==> config.mk <==
export PLATFORM = sky130hd
export DESIGN_NAME = pq_arb
export DESIGN_NICKNAME = d
export VERILOG_FILES = /design/src/rtl/pq_pkg.sv /design/src/rtl/rr_arb.sv /design/src/rtl/pq_arb.sv
export SDC_FILE = /design/constraint.sdc
export NUM_CORES = 1
export LEC_CHECK = 0
export BUFFER_PORTS_ARGS = -buffer_cell sky130_fd_sc_hd__buf_2
export CORE_ASPECT_RATIO = 0.9
export CORE_MARGIN = 2
export CORE_UTILIZATION = 35
export DETAILED_ROUTE_END_ITERATION = 10
export PLACE_DENSITY = 0.72
export SKIP_CTS_REPAIR_TIMING = 1
export SLEW_MARGIN = 40
export SYNTH_ARGS = -nofsm -noshare
export SYNTH_HDL_FRONTEND = slang
export SYNTH_HIERARCHICAL = 1
export SYNTH_SLANG_ARGS = --single-unit
==> constraint.sdc <==
create_clock -name clk -period 4.1 [get_ports clk]
set_input_delay 0.41 -clock clk [delete_from_list [all_inputs] [get_ports clk]]
set_output_delay 0.41 -clock clk [all_outputs]
set_load 0.03 [all_outputs]
==> src/rtl/pq_pkg.sv <==
// Shared types for the priority-queue front end: key/value record,
// queue sizing and the operation code used for tracing.
package pq_pkg;

    localparam int KEY_W       = 8;
    localparam int VAL_W       = 8;
    localparam int PQ_CAPACITY = 8;

    typedef struct packed {
        logic [KEY_W-1:0] key;
        logic [VAL_W-1:0] val;
    } kv_t;

    // Key presented by an empty device; never a legal stored key.
    localparam logic [KEY_W-1:0] KEYINF = '1;

    // Bit 0 = push, bit 1 = pop.
    typedef enum logic [1:0] {
        OP_NONE = 2'b00,
        OP_PUSH = 2'b01,
        OP_POP  = 2'b10,
        OP_BOTH = 2'b11
    } pq_op_t;

endpackage

==> src/rtl/rr_arb.sv <==
// Combinational round-robin arbiter: first set request at or after ptr,
// wrapping around. Returns one-hot grant, its index and a found flag.
module rr_arb #(
    parameter int NREQ = 4
) (
    input  logic [NREQ-1:0]         req,
    input  logic [$clog2(NREQ)-1:0] ptr,
    output logic [NREQ-1:0]         gnt,
    output logic [$clog2(NREQ)-1:0] idx,
    output logic                    found
);

    localparam int IW = $clog2(NREQ);

    logic [IW:0]   sum;
    logic [IW-1:0] pos;

    // Rotate the search start to ptr and take the first hit.
    always_comb begin
        gnt   = '0;
        idx   = '0;
        found = 1'b0;
        sum   = '0;
        pos   = '0;
        for (int off = 0; off < NREQ; off++) begin
            sum = {1'b0, ptr} + (IW+1)'(off);
            if (sum >= (IW+1)'(NREQ)) sum = sum - (IW+1)'(NREQ);
            pos = sum[IW-1:0];
            if (!found && req[pos]) begin
                found    = 1'b1;
                gnt[pos] = 1'b1;
                idx      = pos;
            end
        end
    end

endmodule

==> src/rtl/pq_arb.sv <==
// Front end for one priority-queue device: round-robin push arbitration
// across NREQ producers, a one-entry registered pop buffer for a single
// consumer, and an occupancy count that gates pushes at capacity.
module pq_arb
    import pq_pkg::*;
#(
    parameter int NREQ  = 4,
    parameter bit SIMUL = 1'b1,
    parameter int CAP   = PQ_CAPACITY
) (
    input  logic                        clk,
    input  logic                        rst,
    input  logic [NREQ-1:0]             req_valid,
    input  kv_t  [NREQ-1:0]             req_kv,
    output logic [NREQ-1:0]             req_rdy,
    output logic                        out_valid,
    output kv_t                         out_kv,
    input  logic                        out_rdy,
    output kv_t                         pq_idata,
    output logic                        pq_ivalid,
    input  logic                        pq_irdy,
    input  kv_t                         pq_odata,
    input  logic                        pq_ovalid,
    output logic                        pq_ordy,
    input  logic                        pq_busy,
    output logic [$clog2(CAP+1)-1:0]    count,
    output logic [$clog2(NREQ)-1:0]     grant_ptr
);

    localparam int CW = $clog2(CAP+1);
    localparam int IW = $clog2(NREQ);

    logic [CW-1:0] count_q, count_d;
    logic [IW-1:0] ptr_q, ptr_d;
    logic          out_valid_q, out_valid_d;
    kv_t           out_kv_q, out_kv_d;
    logic          rr_toggle_q, rr_toggle_d;

    logic [NREQ-1:0] gnt;
    logic [IW-1:0]   gidx;
    logic            any_req;
    logic            push_ok, pop_ok, contested, push_sel, pop_sel;
    logic            do_push, do_pop;
    pq_op_t          op;

    rr_arb #(.NREQ(NREQ)) u_rr (
        .req   (req_valid),
        .ptr   (ptr_q),
        .gnt   (gnt),
        .idx   (gidx),
        .found (any_req)
    );

    // Decide which device operations fire this cycle. A push at capacity is
    // refused even if a pop frees a slot in the same cycle.
    always_comb begin
        push_ok   = rst && !pq_busy && pq_irdy && (count_q < CW'(CAP));
        pop_ok    = rst && !pq_busy && pq_ovalid && (!out_valid_q || out_rdy);
        contested = 1'b0;
        push_sel  = 1'b1;
        pop_sel   = 1'b1;
        if (!SIMUL) begin
            contested = push_ok && any_req && pop_ok;
            push_sel  = !contested || !rr_toggle_q;
            pop_sel   = !contested ||  rr_toggle_q;
        end
        do_push = push_ok && any_req && push_sel;
        do_pop  = pop_ok && pop_sel;
    end

    assign pq_ivalid = do_push;
    assign req_rdy   = do_push ? gnt : '0;
    assign pq_idata  = req_kv[gidx];
    assign pq_ordy   = do_pop;
    assign op        = pq_op_t'({do_pop, do_push});

    assign out_valid = out_valid_q;
    assign out_kv    = out_kv_q;
    assign count     = count_q;
    assign grant_ptr = ptr_q;

    // Next state for counter, pointer, output buffer and contention toggle.
    always_comb begin
        count_d     = count_q;
        ptr_d       = ptr_q;
        out_valid_d = out_valid_q;
        out_kv_d    = out_kv_q;
        rr_toggle_d = rr_toggle_q ^ contested;
        if (do_push && !do_pop)      count_d = count_q + CW'(1);
        else if (do_pop && !do_push) count_d = count_q - CW'(1);
        if (do_push) ptr_d = (gidx == IW'(NREQ-1)) ? '0 : gidx + IW'(1);
        if (do_pop) begin
            out_valid_d = 1'b1;
            out_kv_d    = pq_odata;
        end else if (out_valid_q && out_rdy) begin
            out_valid_d = 1'b0;
        end
    end

    // State registers, cleared asynchronously together with the device.
    always_ff @(posedge clk or negedge rst) begin
        if (!rst) begin
            count_q     <= '0;
            ptr_q       <= '0;
            out_valid_q <= 1'b0;
            out_kv_q    <= '0;
            rr_toggle_q <= 1'b0;
        end else begin
            count_q     <= count_d;
            ptr_q       <= ptr_d;
            out_valid_q <= out_valid_d;
            out_kv_q    <= out_kv_d;
            rr_toggle_q <= rr_toggle_d;
        end
    end

    // Popping an empty queue means count and device have diverged.
    a_no_pop_empty: assert property (@(posedge clk) disable iff (!rst)
        !(((op == OP_POP) || (op == OP_BOTH)) && (count_q == '0)));

endmodule

# Word-level counts from Yosys, hierarchy flattened
# Cells that the tools add are included.
# W data, S select, Z words.
dict set report word_totals {
  input_bits 90
  register_bits 23
}
dict set report op_classes {
  reduce_logical 26
  order_cmp 14
  muxes 40
  add_sub_neg 10
  bitwise 3
  eq_ne 1
}
# op count
set ops {}
lappend ops {{$bmux W16 S2} 1}
lappend ops {{$mux W4} 7}
lappend ops {{$mux W2} 9}
lappend ops {{$logic_and A1 B1 Y1} 16}
lappend ops {{$mux W16} 1}
lappend ops {{$lt A2 B3 Y1 const B} 5}
lappend ops {{$mux W1} 14}
lappend ops {{$or A4 B4 Y4} 3}
lappend ops {{$ge A3 B3 Y1 const B} 3}
lappend ops {{$bmux W1 S2} 4}
lappend ops {{$demux W1 S2} 4}
lappend ops {{$ge A2 B1 Y1 const B} 4}
lappend ops {{$sub A2 B1 Y2 const B} 4}
lappend ops {{$logic_not A1 Y1} 7}
lappend ops {{$add A2 B2 Y3 const B} 2}
lappend ops {{$add A4 B1 Y4 const B} 1}
lappend ops {{$lt A4 B4 Y1 const B} 1}
lappend ops {{$reduce_bool A2 Y1} 2}
lappend ops {{$sub A4 B1 Y4 const B} 1}
lappend ops {{$add A2 B1 Y3 const B} 1}
lappend ops {{$ge A2 B3 Y1 const B} 1}
lappend ops {{$add A2 B1 Y2 const B} 1}
lappend ops {{$eq A2 B2 Y1 const B} 1}
lappend ops {{$logic_or A1 B1 Y1} 1}

# Logic depth before layout (Yosys ltp)
# Gate-level depths: netlist (run 1).
dict set report logic_depth {
  word_depth 19
  ltp_mapped 15
  ltp_nobuf 12
}

# By module
# Netlist (run 1), hierarchy kept.
# module instances cells_each area_each_um2 seq_area_each_um2
set by_module_without_submodules {}
lappend by_module_without_submodules {pq_arb 1 101 1522.7 575.6}
lappend by_module_without_submodules {rr_arb 1 45 421.7 0.0}

# Least setup slack after synthesis (run 1)
# No wires, ideal clock.
dict set report synth_path {
  path_kind {register to register}
  start {register ptr_q[0], in the netlist grant_ptr[0]}
  end {register count_q[3], in the netlist count[3]}
  path_stages_with_launch 16
  arrival_ns 3.576
  path_slack_ns 0.393
  path_cell_list {dfrtp_1 -> buf_6 -> inv_1 -> ha_1 -> mux4_2 -> buf_6 -> nor3_1 -> nand2b_1 -> and4b_1 -> buf_2 -> ha_1 -> inv_1 -> ha_1 -> or4_1 -> o211ai_1 -> o211ai_1}
}
dict set report synth_between {
  elab_chain_len 18
  word_cells_on_any_way 39
}
# element line_no
set synth_rtl {}
lappend synth_rtl {{start: declaration} pq_arb.sv:34} ;# logic [IW-1:0] ptr_q, ptr_d;
lappend synth_rtl {{start signal: assignment} pq_arb.sv:110} ;# ptr_q <= ptr_d;
lappend synth_rtl {{parallel branches: the longest is 13 deep, another holds $add A2 B1 Y3} -}
lappend synth_rtl {{$mux W1 *} rr_arb.sv:29} ;# if (!found && req[pos]) begin
lappend synth_rtl {{named net any_req} pq_arb.sv:41} ;# logic any_req;
lappend synth_rtl {{$logic_and A1 B1 Y1 *} pq_arb.sv:67} ;# do_push = push_ok && any_req && push_sel;
lappend synth_rtl {{named net pq_ivalid} pq_arb.sv:20} ;# output logic pq_ivalid,
lappend synth_rtl {{$logic_not A1 Y1} pq_arb.sv:90} ;# else if (do_pop && !do_push) count_d = count_q - CW'(1);
lappend synth_rtl {{$logic_and A1 B1 Y1} pq_arb.sv:90}
lappend synth_rtl {{$reduce_bool A2 Y1 (no source line)} -}
lappend synth_rtl {{end signal: assignment} pq_arb.sv:109} ;# count_q <= count_d;
lappend synth_rtl {{end: declaration} pq_arb.sv:33} ;# logic [CW-1:0] count_q, count_d;
# Mark *: on every way through the listed nets, which the timed path passes. The select of a mux whose other input is x is not followed.
# A chain may end at the register's enable or synchronous reset.

==> run metrics, run 1 <==
run status=complete, no violations; P_sw=~1.2 mW; maximum clock rate=265.6 MHz; Worst Path Arrival=3350 ps; hold slack final=approximately 110 ps; Setup-failing EPs final=0; Tot GR Track Use=16.06%; first-pass GRT wire length=7693 um; max-slew violation count=0; Vias/cell=5.099; actual transition at the worst max-transition pin=a little over 400 ps; crit path max fanout=18; sequential share of the synthesized area=29.60%; multiplexer share of the synthesized area=38.22%; Compound-Gate Fraction of Synth Area=approximately 8.2%; H-Tree Depth=1; crit share post-route=about nine tenths; clock slew at reported path FFs=around 80 ps; Power Internal=1.129 mW; Slowest Stage Delay on Critical Path=560 ps; CTS max path bufs=2; commonest non-fill, non-tap cell in the layout=buf_2; die area=~6000 sq um; DRC=0; Seq pwr share=15.2%; mean area per synthesized cell=13.32 sq um; yosys warns=6; critical path class=flip-flop to primary output; floorplan die height=74.71 um; DR pass1 iterations=4; P_leak=between 1 and 1.5 nW; Skew-Pair Late Insertion Delay=260 ps; WL final=5141 um; main combinational cell family by area after synthesis=multiplexers; Fin. Hold Viols=0; Die X=82.57 um; Synth Area in XOR/XNOR=less than 1%; Seq cells post-synth=23; simple-gate share of the synthesized area=10.42%; Crit-path slowest cell=mux4_2; RSZ-0062 raised after global routing=no; most frequent cells in the layout=buf_2 (134), dfrtp_1 (23), mux4_2 (18), mux2_2 (12), ha_1 (9); Fillers=515; Critical Path, Cell by Cell=inv_1, ha_1, mux4_2, and2b_2, o21ai_0, o31ai_4, buf_4, mux4_2, buf_2; root buf cell=clkbuf_8; Mapped Cells=146; MaxCap Viol Count=0; post-synth cell types=40; WP buf/inv=3; Setup crit start kind=flip-flop; Post-Syn Area=around 2000 sq um; Worst Skew=~3.4 ps; vias in the first global route=1729; antenna viol nets, final=0; Rel. slew slack=72.50%; Num CTS Buffers=3; hold crit path type=primary input to asynchronous set/reset pin; # diodes=0; setup TNS=0 ps; share of post-route cells with drive strength above 1=67.15%; Top delay family on crit path=multiplexers; DR WL/cell=~15 um; CTS tree=yes; row cnt=25; Critical Path End Type=primary output; Min Clock Period, post-route=3765 ps; CP required=3690 ps; initial core utilization=36.56%; routability cong.=0.7491; final net count=378; 1st-iter DRT viols=between 70 and 80; clock sinks=23; post-synth net total=246; Net Sw Frac=51.88%; Combinational Power Share=78.8%; antenna violations before repair=0; total number of vias=1754; Power Dens Cells=869.0 nW/um^2; VDD IR-drop max=563.2 uV; largest net degree at the start of global routing=25; gr ovfl total=0; core box area=5318 sq um; Ports=135; crit-path most repeated cell=mux4_2; power share of the clock group=6.0%; dpl hpwl=between 4000 and 5000 um; area grow syn2layout=38.80%; adder-cell area share of the yosys netlist=6.821%; PortBufs=134
-- registers in the layout, indices dropped and copies added (netlist names) --
signal	count
out_valid	1
count	4
grant_ptr	2
out_kv	16
-- Yosys cell counts --
| library cell | number | area [sq um] |
|---|---|---|
| dfrtp_1 | 23 | 575.6 |
| mux4_2 | 18 | 405.4 |
| mux2_2 | 12 | 135.1 |
| ha_1 | 9 | 112.6 |
| a22oi_1 | 8 | 60.06 |
| mux2_4 | 8 | 120.1 |
| o21ai_0 | 6 | 30.03 |
| inv_1 | 5 | 18.77 |
| and2_1 | 4 | 25.02 |
| buf_6 | 4 | 45.04 |
| nand2_1 | 4 | 15.01 |
| nor2_1 | 4 | 15.01 |
| clkbuf_1 | 3 | 11.26 |
| mux2i_1 | 3 | 30.03 |
| o211ai_1 | 3 | 22.52 |
| a21oi_1 | 2 | 10.01 |
| buf_2 | 2 | 10.01 |
| mux4_1 | 2 | 52.55 |
| nand2b_1 | 2 | 12.51 |
| nand3_1 | 2 | 10.01 |
| nor3_1 | 2 | 10.01 |
| xnor2_1 | 2 | 17.52 |
| a2111o_1 | 1 | 11.26 |
| a32o_1 | 1 | 10.01 |
| and2b_2 | 1 | 8.760 |
| and3_4 | 1 | 11.26 |
| and4b_1 | 1 | 10.01 |
| buf_12 | 1 | 20.02 |
| buf_4 | 1 | 7.510 |
| fa_1 | 1 | 20.02 |
| nand2b_4 | 1 | 13.76 |
| nand3b_1 | 1 | 7.510 |
| nor2b_1 | 1 | 6.260 |
| nor2b_4 | 1 | 13.76 |
| nor4_1 | 1 | 6.260 |
| nor4b_4 | 1 | 23.77 |
| o221ai_1 | 1 | 8.760 |
| o31ai_1 | 1 | 7.510 |
| or3_1 | 1 | 6.260 |
| or4_1 | 1 | 7.510 |
-- path summary, 6_finish.rpt --
path                                          startpoint                        to  slack (ps)  depth (start not counted)
worst max-delay path            grant_ptr[1]$_DFFE_PN0N_               pq_idata[4]         340                          9
worst min-delay path                                 rst     out_kv[3]$_DFFE_PN0P_         110                          2
worst max register to register  grant_ptr[1]$_DFFE_PN0N_      count[3]$_DFFE_PN0P_         430                         12
worst min register to register     out_kv[1]$_DFFE_PN0P_     out_kv[1]$_DFFE_PN0P_         510                          1
max in group asynchronous                            rst  grant_ptr[1]$_DFFE_PN0N_        3760                          2
min in group clk                               pq_ovalid     out_valid$_DFFE_PN0P_         350                          3
-- final cells by class --
| class | instances | area, sq um | share of cell area (%) |
|---|---|---|---|
| tap | 67 | 83.83 | 3.106 |
| multi-input combinational | 107 | 1270 | 47.06 |
| inverter | 5 | 18.77 | 0.6954 |
| clock buffer | 3 | 41.29 | 1.530 |
| sequential | 23 | 575.6 | 21.33 |
| timing repair buffer | 138 | 704.4 | 26.10 |
| clock inverter | 1 | 5.005 | 0.1854 |
-- cells by family after synthesis --
group | count (synthesis)
buf+inv | 16
compound gates | 23
fa+ha+maj | 10
mux | 43
simple gates | 29
flops | 23
xor+xnor | 2
-- power by group through the flow --
stage                     clock [mW]  sequential, mW  combinational, mW
after CTS                      0.145           0.358               1.84
after detailed placement           0           0.359               1.84
after floorplan                    0           0.481               1.34
after global placement             0           0.360               1.82
after global routing           0.153           0.370               2.00
final                          0.141           0.357               1.85
-- layer usage --
layer | up-vias | GRT usage, % | wire (um)
met5 | - | 0 | 0
met2 | 94 | 29.84 | 2556
met1 | 816 | 18.92 | 2004
li1 | 836 | - | -
met4 | 0 | 5.100 | 84
met3 | 8 | 2.638 | 496
-- stage by stage --
step                power, mW  area (sq um)  utilization (%)  worst slack [ps]  std cells
global placement        2.177          2641            49.67             564.2        339
global route            2.519          2699            50.75             90.57        344
CTS                     2.342          2688            50.54             284.4        343
detailed placement      2.195          2641            49.67             453.0        339
floorplan               1.822          1944                -             393.1        146
finish                  2.345          2699            50.75             335.2        344
Power figures use the tool's default switching activity.
==> run 2: changes to the inputs <==
==> constraint.sdc (replaced) <==
create_clock -name clk -period 4.2 [get_ports clk]
set_input_delay 0.42 -clock clk [delete_from_list [all_inputs] [get_ports clk]]
set_output_delay 0.42 -clock clk [all_outputs]
set_load 0.03 [all_outputs]
==> run 2 against run 1 <==
  * Combinational power decreased by 4%
  * Via count increased by 0.40%
  * Flip-flop and latch count unchanged
  * Global-route usage decreased by 0.16 points
  * Cell count decreased by 0.29%
  * Critical endpoint is now pq_idata[14]
  * Largest cell class unchanged
  * Largest power group unchanged
==> run metrics, run 2 (same netlist as run 1, synthesis figures left out) <==
run status=complete, no violations; dpl hpwl=4195 um (-0.54%); DR pass1 iterations=4 (unchanged); Worst Skew=1.179 ps (-2.184 ps); VDD IR-drop max=693.6 uV (+23%); PortBufs=134 (unchanged); reg-to-reg endpoint=count[3]$_DFFE_PN0P_; # diodes=0 (unchanged); setup TNS=0 ps (unchanged); WP buf/inv=2 (-1); R2R Path Start=grant_ptr[0]$_DFFE_PN0N_; die area=6168 sq um (unchanged); Slowest Stage Delay on Critical Path=670 ps (+110 ps); Rel. slew slack=48.14% (-24 points); core box area=5318 sq um (unchanged); Num CTS Buffers=3 (unchanged); clock sinks=23 (unchanged); H-Tree Depth=1 (unchanged); area grow syn2layout=38.22%; gr ovfl total=0 (unchanged); first-pass GRT wire length=7534 um (-2.1%); vias in the first global route=1726 (-0.17%); RSZ-0062 raised after global routing=no; Fin. Hold Viols=0 (unchanged); Vias/cell=5.134 (+0.69%); Critical Path End Type=primary output; P_leak=1.314 nW (-0.46%); largest net degree at the start of global routing=24 (-4.0%); Min Clock Period, post-route=3855 ps; Critical Path Stages=8 (-1); CP required=3780 ps (+90 ps); Worst Path Arrival=3440 ps (+90 ps); Top delay family on crit path=multiplexers; WL final=5037 um (-2.0%); actual transition at the worst max-transition pin=778.0 ps (+365.4 ps); critical path class=flip-flop to primary output; max-slew violation count=0 (unchanged); DRC=0 (unchanged); Crit-path slowest cell=a32o_1; max reg flops=16 (unchanged); floorplan die height=74.71 um (unchanged); Worst R2R Path Depth=12 (unchanged); pre-CTS setup slack=511.0 ps (+58.06 ps); initial core utilization=36.56% (unchanged); antenna viol nets, final=0 (unchanged); Tot GR Track Use=15.89% (-0.16 points); commonest non-fill, non-tap cell in the layout=buf_2; most frequent cells in the layout=buf_2 (134), dfrtp_1 (23), mux4_2 (18), mux2_2 (12), ha_1 (9); DR WL/cell=14.69 um (-1.7%); final net count=377 (-0.26%); crit-path most repeated cell=mux4_2; total number of vias=1761 (+0.40%); Power Dens Cells=840.9 nW/um^2 (-3.2%); Setup crit start kind=flip-flop; reg2reg setup slack=510 ps (+80 ps); share of post-route cells with drive strength above 1=67.03% (-0.12 points); clock slew at reported path FFs=80 ps (about the same); root buf cell=clkbuf_8; antenna violations before repair=0 (unchanged); maximum clock rate=259.4 MHz; CTS tree=yes; Ports=135 (unchanged); crit path max fanout=17 (-1); hold crit path type=primary input to asynchronous set/reset pin; CTS max path bufs=2 (unchanged); row cnt=25 (unchanged); Die X=82.57 um (unchanged); Skew-Pair Late Insertion Delay=260 ps (about the same); Critical Path, Cell by Cell=inv_1, ha_1, mux4_2, nand2b_1, o221ai_1, a32o_1, mux4_2, buf_2; MaxCap Viol Count=0 (unchanged); post-route setup slack=344.8 ps (+9.635 ps); crit share post-route=91.79%; routability cong.=0.8060 (+7.6%); 1st-iter DRT viols=70 (-10%); Setup-failing EPs final=0 (unchanged)
==> run 2: through the flow <==
stage | cell area, sq um | instances | total power, mW | utilization (%) | hold WS, ps
after floorplan | 1944 | 146 | 1.778 | - | 124.4
after global placement | 2641 | 339 | 2.129 | 49.67 | 450.6
after detailed placement | 2641 | 339 | 2.143 | 49.67 | 456.6
after CTS | 2688 | 343 | 2.282 | 50.54 | 167.1
after global routing | 2688 | 343 | 2.440 | 50.54 | 181.3
final | 2688 | 343 | 2.260 | 50.54 | 158.3
==> run 2: layout make-up <==
class / instances / area (sq um)
Fill cell: 505 / 2630
Multi-Input combinational cell: 107 / 1270
Timing Repair Buffer: 137 / 693.2
Sequential cell: 23 / 575.6
Tap cell: 67 / 83.83
Clock buffer: 3 / 41.29
Inverter: 5 / 18.77
Clock inverter: 1 / 5.005
==> run 2: routing by layer <==
layer | track usage, % | wire (um) | share of wire (%)
met1 | 16.89 | 1887 | 37
met2 | 30.73 | 2493 | 49
met3 | 3.717 | 578 | 11
met4 | 5.282 | 77 | 1.5
met5 | 0 | 0 | 0
==> run 2: power by group <==
part	internal, mW	switching [mW]
Clock	0.0661	0.0669
Sequential	0.283	0.0724
Combinational	0.736	1.03
Total	1.09	1.17
==> run 2: worst max path at each step <==
stage                             startpoint                   end  slack [ps]
finish              grant_ptr[0]$_DFFE_PN0N_          pq_idata[14]         340
global route        grant_ptr[0]$_DFFE_PN0N_           pq_idata[4]         160
CTS                 grant_ptr[0]$_DFFE_PN0N_          pq_idata[14]         310
detailed placement  grant_ptr[0]$_DFFE_PN0N_  count[3]$_DFFE_PN0P_         510
global placement    grant_ptr[0]$_DFFE_PN0N_  count[3]$_DFFE_PN0P_         630
floorplan           grant_ptr[0]$_DFFE_PN0N_  count[3]$_DFFE_PN0P_         490
==> run 2: worst register-to-register path, cell delays in order (launching register included) <==
cell and delay (ps):
dfrtp_1 570, inv_1 130, ha_1 370, mux4_2 440, nor3_1 270, nand2b_1 90
and4b_1 260, ha_1 280, inv_1 150, ha_1 310, or4_1 520, o211ai_1 100
o211ai_1 90
==> run 3: changes to the inputs <==
--- a/config.mk
+++ b/config.mk
@@ -5,6 +5,7 @@
 export SDC_FILE = /design/constraint.sdc
 export NUM_CORES = 1
 export LEC_CHECK = 0
+export ABC_AREA = 1
 export BUFFER_PORTS_ARGS = -buffer_cell sky130_fd_sc_hd__buf_2
 export CORE_ASPECT_RATIO = 0.9
 export CORE_MARGIN = 2
==> run 3 against run 2 <==
  * Clock skew hardly changed
  * Synthesized cell count is 99% higher
  * Global-route usage is 2.5 points higher
  * Sequential power is 5.6% lower
  * Highest routed layer unchanged
==> run metrics, run 3 <==
power share of the clock group=5.0% (-0.9 points); Post-Syn Area=1929 sq um (-0.77%); post-synth net total=390 (+59%); DRC=0 (unchanged); antenna violations before repair=0 (unchanged); actual transition at the worst max-transition pin=587.8 ps (-190.1 ps); PortBufs=134 (unchanged); Power Dens Cells=1008 nW/um^2 (+20%); Combinational Power Share=82.5% (+4.1 points); Worst Path Arrival=3290 ps (-150 ps); area grow syn2layout=38.72%; share of post-route cells with drive strength above 1=37.80% (-29 points); Fin. Hold Viols=0 (unchanged); routability cong.=0.8716 (+8.1%); dpl hpwl=4800 um (+14%); Setup crit start kind=flip-flop; critical path class=flip-flop to primary output; wire length on met1=2407 um (+28%); Seq cells post-synth=23 (unchanged); final core occ=50.63% (+0.086 points); top layer in use=met4; Vias/cell=4.946 (-3.7%); VDD IR-drop max=619.3 uV (-11%); Critical Path, Cell by Cell=inv_2, ha_1, inv_1, nand3_1, nand2_1, nor2_1, a21oi_1, nand3_1, inv_2, o21ai_0, o22ai_1, buf_2; hold crit path type=primary input to asynchronous set/reset pin; Mapped Cells=290 (+99%); CTS tree=yes; Critical Path Stages=12 (+4); Top delay family on crit path=buffers and inverters; max-slew violation count=0 (unchanged); Worst R2R Path Depth=17 (+5); Skew-Pair Late Insertion Delay=260 ps (about the same); pre-CTS setup slack=568.2 ps (+57.18 ps); crit path max fanout=18 (+1); commonest non-fill, non-tap cell in the layout=buf_2; crit share post-route=88.43% (-3.4 points); run status=complete, no violations; Ports=135 (unchanged); setup TNS=0 ps (unchanged); Die X=82.26 um (-0.37%); final net count=519 (+38%); Power Internal=992.0 uW (-8.6%); list of most frequent post-synthesis cells=nand2_1 (84), nor2_1 (39), o21ai_0 (32); max reg flops=16 (unchanged); most area-consuming cells after synthesis=dfrtp_1 (30%), nand2_1 (16%), o21ai_0 (8.3%); Tot GR Track Use=18.40% (+2.5 points); H-Tree Depth=1 (unchanged); Setup-failing EPs final=0 (unchanged); Num CTS Buffers=3 (unchanged); Rel. slew slack=60.70% (+13 points); WL met2=3023 um (+21%); R2R Path Start=grant_ptr[0]$_DFFE_PN0N_; WL final=6048 um (+20%); 1st-iter DRT viols=117 (+67%); largest net degree at the start of global routing=33 (+38%); vias in the first global route=2073 (+20%); P_leak=1.539 nW (+17%); clock slew at reported path FFs=80 ps (about the same); yosys warns=6 (unchanged); async set or reset register ratio after synthesis=100.0% (unchanged); placed cells=481 (+42%); sequential share of the synthesized area=29.83% (+0.23 points); count leader, synth=nand2_1; MaxCap Viol Count=0 (unchanged); P_sw=1.706 mW (+45%); row cnt=25 (unchanged); Crit-path slowest cell=dfrtp_1; Post-synth EDFFs=0 (unchanged); gr ovfl total=0 (unchanged); Worst Skew=0.8421 ps (-0.3370 ps); area leader, netlist=dfrtp_1; antenna viol nets, final=0 (unchanged); root buf cell=clkbuf_8; Seq pwr share=12.5% (-3.2 points); RSZ-0062 raised after global routing=no; most frequent cells in the layout=buf_2 (134), nand2_1 (84), nor2_1 (39), o21ai_0 (32), dfrtp_1 (23); initial core utilization=36.50% (-0.068 points); hold slack final=127.8 ps (-30.51 ps); Finished Layout Cells=485 (+41%); post-synth top area share=29.83% (+0.23 points); maximum clock rate=269.2 MHz (+3.8%); DR WL/cell=12.47 um (-15%); first-pass GRT wire length=8866 um (+18%); WP buf/inv=4 (+2); reg-to-reg endpoint=count[3]$_DFFE_PN0P_; floorplan die height=74.44 um (-0.37%); mean area per synthesized cell=6.653 sq um (-50%); Min Clock Period, post-route=3714 ps (-141.2 ps); post-synth cell types=25 (-38%); clock sinks=23 (unchanged); Critical Path End Type=primary output; # diodes=0 (unchanged); Net Sw Frac=63.23% (+11 points); CTS max path bufs=2 (unchanged); Slowest Stage Delay on Critical Path=560 ps (-110 ps); post-route setup slack=486.0 ps (+141.2 ps); CP required=3780 ps (about the same); total number of vias=2399 (+36%); Synth Flop Type=dfrtp_1; reg2reg setup slack=750 ps (+240 ps); die area=6123 sq um (-0.74%); core box area=5286 sq um (-0.59%); met3 wire length=551 um (-4.7%); DR pass1 iterations=4 (unchanged)
[run 3: cell count changes in the layout (fill, tap and decap cells not counted), sizes merged, moves of 8 or more]
| cell | delta |
|---|---|
| nand4 | +8 |
| o21ai | +27 |
| nor2 | +37 |
| mux4 | -20 |
| mux2 | -20 |
| a22oi | -8 |
| inv | +18 |
| o22ai | +16 |
| nand2 | +88 |
| nand3 | +17 |
[run 3: logic make-up after synthesis]
logic type / after synthesis / share of synthesized area, %
AO/OA/AOI/OAI: 60 / 17.12
adder cells (fa/ha/maj): 10 / 6.874
flip-flops: 23 / 29.83
buffers and inverters: 34 / 7.911
XOR/XNOR: 2 / 0.9081
AND/OR/NAND/NOR: 161 / 37.35
[run 3: area by class of cell]
type / count / area, sq um
Clock buffer: 3 / 41.29
Clock inverter: 1 / 5.005
Fill cell: 568 / 2610
Inverter: 23 / 86.33
Multi-Input combinational cell: 233 / 1206
Sequential cell: 23 / 575.6
Tap cell: 67 / 83.83
Timing Repair Buffer: 135 / 678.2
[run 3: worst max path at each step]
stage	start	endpoint	slack [ps]
finish	grant_ptr[0]$_DFFE_PN0N_	pq_idata[11]	490
global route	grant_ptr[0]$_DFFE_PN0N_	pq_idata[11]	240
CTS	grant_ptr[0]$_DFFE_PN0N_	pq_idata[11]	280
detailed placement	grant_ptr[0]$_DFFE_PN0N_	pq_idata[11]	570
global placement	grant_ptr[0]$_DFFE_PN0N_	pq_idata[1]	730
floorplan	grant_ptr[0]$_DFFE_PN0N_	count[3]$_DFFE_PN0P_	800
[run 3: layer usage]
| metal | GRT usage [%] | vias up |
|---|---|---|
| met1 | 20.85 | 1064 |
| met4 | 5.370 | 0 |
| met3 | 3.519 | 8 |
| met2 | 34.77 | 113 |
| met5 | 0 | - |
| li1 | - | 1214 |
[run 3: stage by stage]
stage          instance area, sq um  total power, mW
2_1_floorplan                  1929            2.036
3_3_place_gp                   2625            2.531
3_5_place_dp                   2625            2.564
4_1_cts                        2671            2.707
5_1_grt                        2676            2.947
6_report                       2676            2.698
[run 3: power groups by stage]
stage,Clock [mW],Sequential [mW],Combinational [mW]
2_1_floorplan,0,0.443,1.59
3_3_place_gp,0,0.338,2.19
3_5_place_dp,0,0.339,2.23
4_1_cts,0.141,0.337,2.23
5_1_grt,0.151,0.348,2.45
6_report,0.135,0.336,2.23
